$ cat config.mk
export PLATFORM = sky130hd
export DESIGN_NAME = parking_entry_ctrl
export DESIGN_NICKNAME = d
export VERILOG_FILES = /design/src/rtl/parking_entry_ctrl.sv
export SDC_FILE = /design/constraint.sdc
export NUM_CORES = 1
export LEC_CHECK = 0
export ABC_AREA = 0
export BUFFER_PORTS_ARGS = -buffer_cell sky130_fd_sc_hd__buf_2
export CELL_PAD_IN_SITES_DETAIL_PLACEMENT = 1
export CELL_PAD_IN_SITES_GLOBAL_PLACEMENT = 1
export CORE_MARGIN = 4
export CORE_UTILIZATION = 41
export DETAILED_ROUTE_END_ITERATION = 16
export PLACE_DENSITY = 0.74
export REMOVE_ABC_BUFFERS = 1
export SETUP_SLACK_MARGIN = 0.3
export SYNTH_ARGS = -nofsm -noshare
export SYNTH_HDL_FRONTEND = slang
export SYNTH_SLANG_ARGS = --single-unit
$ cat constraint.sdc
create_clock -name clk_2Hz -period 3.1 [get_ports clk_2Hz]
set_input_delay 0 -clock clk_2Hz [delete_from_list [all_inputs] [get_ports clk_2Hz]]
set_output_delay 0 -clock clk_2Hz [all_outputs]
set_load 0.005 [all_outputs]
$ cat src/rtl/parking_entry_ctrl.sv
// +----------------------------------------------------------------------------+
// | Module   : parking_entry_ctrl                                              |
// | Desc     : Entry/exit gate arbiter with sensor debounce, lot occupancy     |
// |            tracking and door-busy hold-off. Optional PARKING_PENDING_EN    |
// |            keeps one pending request per direction while the door is busy. |
// | Revision : 1.0 - initial release                                          |
// +----------------------------------------------------------------------------+
`default_nettype none

module parking_entry_ctrl #(
  parameter int CAPACITY    = 8,
  parameter int CNT_W       = 4,
  parameter int HOLD_CYCLES = 20
) (
  input  logic             clk_2Hz,
  input  logic             reset,
  input  logic             entry_sensor,
  input  logic             exit_sensor,
  output logic             open_signal,
  output logic             deny,
  output logic             busy,
  output logic             full,
  output logic [CNT_W-1:0] occupied,
  output logic [CNT_W-1:0] free_slots
);

  localparam int               HOLD_W    = (HOLD_CYCLES > 1) ? $clog2(HOLD_CYCLES) : 1;
  localparam logic [HOLD_W-1:0] HOLD_LAST = HOLD_W'(HOLD_CYCLES - 1);
  localparam logic [CNT_W-1:0]  CAP       = CNT_W'(CAPACITY);

  typedef enum logic [1:0] {
    ST_IDLE  = 2'd0,
    ST_GRANT = 2'd1,
    ST_HOLD  = 2'd2
  } state_e;

  state_e              state_q, state_d;
  logic [HOLD_W-1:0]   hold_q, hold_d;
  logic [CNT_W-1:0]    occ_q, occ_d;
  logic                entry_pend_q, entry_pend_d;
  logic                exit_pend_q, exit_pend_d;
  logic                deny_q, deny_d;

  logic [1:0]          entry_sh_q, exit_sh_q;
  logic                entry_lvl_q, exit_lvl_q;

  logic                entry_lvl, exit_lvl;
  logic                entry_req, exit_req;
  logic                entry_avail, exit_avail;
  logic                lot_full;

  // Two-stage debounce; a request is the rising edge of the debounced level.
  assign entry_lvl   = &entry_sh_q;
  assign exit_lvl    = &exit_sh_q;
  assign entry_req   = entry_lvl & ~entry_lvl_q;
  assign exit_req    = exit_lvl  & ~exit_lvl_q;
  assign entry_avail = entry_req | entry_pend_q;
  assign exit_avail  = exit_req  | exit_pend_q;
  assign lot_full    = (occ_q == CAP);

  always_ff @(posedge clk_2Hz) begin
    if (!reset) begin
      entry_sh_q  <= 2'b00;
      exit_sh_q   <= 2'b00;
      entry_lvl_q <= 1'b0;
      exit_lvl_q  <= 1'b0;
    end else begin
      entry_sh_q  <= {entry_sh_q[0], entry_sensor};
      exit_sh_q   <= {exit_sh_q[0], exit_sensor};
      entry_lvl_q <= entry_lvl;
      exit_lvl_q  <= exit_lvl;
    end
  end

  always_ff @(posedge clk_2Hz) begin
    if (!reset) begin
      state_q      <= ST_IDLE;
      hold_q       <= '0;
      occ_q        <= '0;
      entry_pend_q <= 1'b0;
      exit_pend_q  <= 1'b0;
      deny_q       <= 1'b0;
    end else begin
      state_q      <= state_d;
      hold_q       <= hold_d;
      occ_q        <= occ_d;
      entry_pend_q <= entry_pend_d;
      exit_pend_q  <= exit_pend_d;
      deny_q       <= deny_d;
    end
  end

  always_comb begin
    state_d      = state_q;
    hold_d       = hold_q;
    occ_d        = occ_q;
    entry_pend_d = entry_pend_q;
    exit_pend_d  = exit_pend_q;
    deny_d       = 1'b0;

    case (state_q)
      ST_IDLE: begin
        if (exit_avail && (occ_q != '0)) begin
          // Exit wins arbitration since it frees a slot.
          occ_d       = (occ_q != '0) ? occ_q - 1'b1 : occ_q;
          state_d     = ST_GRANT;
          exit_pend_d = 1'b0;
`ifdef PARKING_PENDING_EN
          if (entry_req) begin
            entry_pend_d = 1'b1;
          end
`endif
        end else begin
          exit_pend_d = 1'b0;
          if (entry_avail) begin
            entry_pend_d = 1'b0;
            if (!lot_full) begin
              occ_d   = (occ_q < CAP) ? occ_q + 1'b1 : occ_q;
              state_d = ST_GRANT;
            end else begin
              deny_d = 1'b1;
            end
          end
        end
      end

      ST_GRANT: begin
        hold_d  = '0;
        state_d = ST_HOLD;
      end

      ST_HOLD: begin
        if (hold_q == HOLD_LAST) begin
          state_d = ST_IDLE;
        end else begin
          hold_d = hold_q + 1'b1;
        end
      end

      default: begin
        state_d = ST_IDLE;
      end
    endcase

`ifdef PARKING_PENDING_EN
    // Requests arriving while the door is busy are parked until the next IDLE.
    if (state_q != ST_IDLE) begin
      if (entry_req) begin
        entry_pend_d = 1'b1;
      end
      if (exit_req) begin
        exit_pend_d = 1'b1;
      end
    end
`endif
  end

  assign open_signal = (state_q == ST_GRANT);
  assign busy        = (state_q != ST_IDLE);
  assign deny        = deny_q;
  assign full        = lot_full;
  assign occupied    = occ_q;
  assign free_slots  = CAP - occ_q;

endmodule

`default_nettype wire
-- After elaboration in Yosys (flattened, before gate mapping)
Cells that the tools add are included.
- register bits: 18
- latch bits: 0
- bits in writable memories: 0
- ROM bits: 0
- input port bits: 4
- memories: 0
- add/subtract/negate cells: 4
- $mul: 0
- divide/modulo/power cells: 0
- $lt $le $gt $ge: 1
- equal/unequal tests: 10
- shift-type cells: 0
- multiplexer cells: 13
- bitwise logic cells: 7
- reductions and logical operators: 13
- operators with widths (kind ; number):
    2-to-1 mux 4 bit ; 5
    one-hot mux 5 bit (2 select lines) ; 1
    2-to-1 mux 2 bit ; 4
    nonzero test 2 bit ; 4
    inequality test 2 bit (second input constant) ; 3
    inequality test 3 bit (second input constant) ; 2
    one-hot mux 2 bit (3 select lines) ; 1
    AND reduction 2 bit ; 3
    adder 5 x 1 -> 5 bit (second input constant) ; 1
    equality test 5 bit (second input constant) ; 1
    2-to-1 mux 5 bit ; 1
    NOT 1 bit ; 5
    AND reduction 5 bit ; 1
    adder 4 x 1 -> 4 bit (second input constant) ; 1
    equality test 4 bit (second input constant) ; 1
    < comparator 4 bit (second input constant) ; 1
    nonzero test 4 bit ; 1
    OR reduction 4 bit ; 1
    subtractor 4 x 1 -> 4 bit (second input constant) ; 1
    subtractor 4 bit (first input constant) ; 1
    AND reduction 3 bit ; 1
    AND 1 bit ; 2
    equality test 2 x 1 -> 1 bit (second input constant) ; 1
    equality test 2 bit (second input constant) ; 1
    4 further kinds ; 4

-- Logic depth before layout (Yosys ltp)
- word-level depth: 5
- mapped depth: 10

-- Worst setup path after synthesis
No wires, ideal clock.
- path type: register -> register
- start point: register occ_q[0] (netlist: occupied[0])
- end point: register occ_q[3] (netlist: occupied[3])
- setup time: 0.118 ns
- data arrival time: 2.115 ns
- data required time: 2.982 ns
- path slack: 0.867 ns
- cell stages (with the launch flop): 11
- buffers on the path: 0
- period minus slack after synthesis: 2.233 ns
- cell sequence: dfxtp_1 > inv_1 > ha_1 > or3b_4 > nand2_1 > inv_2 > ha_1 > a21oi_1 > a211oi_1 > o21bai_1 > o2111a_1
- longest elaborated chain between the ends: 5
- elaborated cells on any way between the ends: 16
- RTL lines (what ; line ; RTL):
    start, declared ; 39 ; logic [CNT_W-1:0] occ_q, occ_d;
    start signal, assigned ; 79 ; occ_q <= '0;
    start signal, assigned ; 86 ; occ_q <= occ_d;
    adder 4 x 1 -> 4 bit ; 118 ; occ_d = (occ_q < CAP) ? occ_q + 1'b1 : occ_q;
    2-to-1 mux 4 bit ; 118 ;
    2-to-1 mux 4 bit ; 117 ; if (!lot_full) begin
    2-to-1 mux 4 bit ; 115 ; if (entry_avail) begin
    2-to-1 mux 4 bit ; 103 ; if (exit_avail && (occ_q != '0)) begin
Parallel ways exist; a longest one is shown, timed or not. The select of a mux whose other input is x is not followed.
A chain may end at the register's enable or synchronous reset.

-- Final worst setup path
Same ends and word-level chain as after synthesis.

==> reports/qor.yml <==
drcViolationCount: 0
port_buffers: 15
fin_crit_sh_pct: 79.0
die_area_mm2: 0.00318
antennaDiodeCount: 0
cts_tree: "done"
drt-pass1-iter-count: 2
cap_violations: 0
finClkSkew_ns: 0.00765
rows: 17
max_slew_margin_pct: 75.2
clock-sinks: 18
synth_top_family_by_area: "simple AND/OR/NAND/NOR gates"
p_sw_share_pct: 23.0
ys_top_cells_by_area: "dfxtp_1, ha_1, a21oi_1, and2_1, nand3_1"
rsz0062_at_grt: "no"
synth_top_area_share_pct: 37.5
finalPower_uw: 414
criticalPathCategory: "register to register"
drt_iter0_drc: 5
post_cts_resize_count: 0
vias: 829
setup_tns_ns: 0
power_density_mw_per_mm2: 374
setup_violations: 0
syn_inst: 103
gr-total-overflow: 0
avgSynthCellArea_um2: 9.32
grt_pass1_vias: 816
ys_ff_latch: 18
grt_max_degree: 11
cts.path.max_buffers: 2
synth-adder-area-share_pct: 7.30
drive_above_1_share_pct: 23.0
holdCritPathClass: "input port to register"
cts_buffers: 3
syn2layout_area_growth_pct: 15.4
grt_pass1_wl_um: 3850
route.detailed.wl_per_inst_um: 14.6
grt.total_usage_pct: 15.2
max_freq_mhz: 408
die_w_um: 56.4
ys.warnings.count: 0
worst-path-max-fanout: 7
cts-hold-fix-buffers: 2
seqPwrFrac_pct: 57.6
root_buffer: "clkbuf_4"
p_int_uw: 319
critPathCaptureType: "register"
antenna_left: 0
insertion_delay_ns: 0.30
vdd_ir_drop_max_mv: 0.222
critPathRequiredTime_ns: 3.30
power.switching_uw: 95.3
clkPwrFrac_pct: 36.2
comb_power_share_pct: 6.3
final_util_pct: 50.1
clk_pin_slew_ns: 0.12
outcome: "finished clean"
max_slew.worst_pin.slew_ns: 0.371
hpwl_um: 1760
routed_via_density: 5.53
synth_compound_area_share_pct: 18.1
synth_xor_area_share_pct: 2.74
power.leakage_nw: 0.474
antenna_found_initial: 0
core_area_mm2: 0.00221
post-synth-top-area-cell: "dfxtp_1"
syn_area_um2: 960
initial_core_util_pct: 43.4
pin_count: 16
startpoint_type: "register"
h-tree-depth: 1
cts_setup_buffers: 0
synthMuxAreaShare_pct: 1.17
yosys.area_share.simple_pct: 28.0
min_period_ns: 2.45
yosysSeqAreaShare_pct: 37.5
dieHeight_um: 56.4
cp.arrival_ns: 2.65
drt_wl_total_um: 2190
drv_slew: 0
nets: 132
gp_congestion: 0.909
ys_types: 42
hold_viol: 0
[cells by family (layout without fill, tap and decap cells)]
kind of cell,count (synthesis),after routing
adder cells (fa/ha/maj),5,5
flip-flops,18,18
multiplexers,1,1
AND/OR/NAND/NOR,42,42
AO/OA/AOI/OAI,24,24
buffers and inverters,10,29
XOR/XNOR,3,3
[layer usage]
metal  part of all wire (%)  GRT usage, %
met4                   0.78          4.07
met2                     45          23.5
met5                      0             0
met1                     51          21.2
met3                    3.4          3.45
[worst max-delay path, stage by stage, from the launching register on]
cell      delay [ns]
dfxtp_1         0.38
inv_1           0.14
ha_1            0.23
or3b_4          0.41
nand2_1         0.16
inv_2           0.07
ha_1            0.39
nand3_1         0.12
a211oi_1        0.21
o21bai_1        0.10
o2111a_1        0.13
[power groups by stage]
stage | logic [mW] | registers, mW | clock network [mW]
2_1_floorplan | 0.0149 | 0.243 | 0
3_3_place_gp | 0.0240 | 0.244 | 0
3_5_place_dp | 0.0246 | 0.244 | 0
4_1_cts | 0.0267 | 0.239 | 0.152
5_1_grt | 0.0299 | 0.239 | 0.161
6_report | 0.0260 | 0.239 | 0.150
[per-stage QoR]
step / std cells / instance area [um2] / hold slack (ns) / setup WS [ns]
2_1_floorplan: 101 / 941 / 0.122 / 0.853
6_report: 150 / 1110 / 0.00912 / 0.651
4_1_cts: 150 / 1110 / 0.0122 / 0.654
3_5_place_dp: 144 / 1050 / 0.217 / 0.651
3_3_place_gp: 144 / 1050 / 0.209 / 0.725
5_1_grt: 150 / 1110 / 0.0103 / 0.513
[area by class of cell]
type | count | area [um2]
Multi-Input combinational cell | 75 | 551
Inverter | 8 | 30.0
Fill cell | 277 | 1100
Timing Repair Buffer | 17 | 95.1
Clock buffer | 4 | 36.3
Tap cell | 28 | 35.0
Sequential cell | 18 | 360
[synthesized netlist by cell type (all sizes together)]
cell type	instances
o211ai	1
nand2b	2
fa	1
nand3	5
and3	3
nand4bb	1
nor3b	1
nand4b	2
xor2	1
clkinv	1
nand3b	2
a211oi	1
nand2	5
nand4	2
a21oi	10
xnor2	2
nor4	1
dfxtp	18
nor2b	1
and4bb	1
a32oi	1
nor3	3
a21o	1
ha	4
o2111a	1
nor2	5
mux2	1
and3b	1
a311oi	1
o21bai	1
o32ai	1
inv	7
o21ai	4
or3b	2
o32a	1
a221oi	1
and2	5
buf	2
[path summary, 6_finish.rpt]
kind	startpoint	to	slack, ns	cells past startpoint
worst max-delay path	occupied[0]	occupied[3]	0.65	10
worst max register to register	occupied[0]	occupied[3]	0.65	10
worst min-delay path	reset	occupied[3]	0.009	2
worst min register to register	entry_sh_q[0]	entry_sh_q[1]	0.50	1
[cell usage in the layout, fill, tap and decap left out, types with 2 or more instances in the layout]
master / Yosys / routed
xnor2_1: 2 / 2
nand3b_1: 2 / 2
dfxtp_1: 18 / 18
nand4b_1: 2 / 2
clkbuf_4: 0 / 3
nand3_1: 5 / 5
buf_2: 0 / 15
nand2_1: 5 / 5
nor2_1: 5 / 5
nor3_1: 3 / 3
o21ai_0: 4 / 4
a21oi_1: 9 / 9
nand4_1: 2 / 2
and2_1: 5 / 5
and3_1: 3 / 3
nand2b_1: 2 / 2
inv_1: 6 / 6
ha_1: 4 / 4
dlygate4sd3_1: 0 / 2
[registers in the layout (all words and copies together), names as in the netlist]
name and cells:
entry_lvl_q 1, deny 1, exit_lvl_q 1, hold_q 5
state_q 2, exit_sh_q 2, occupied 4, entry_sh_q 2
Power figures use the tool's default switching activity.
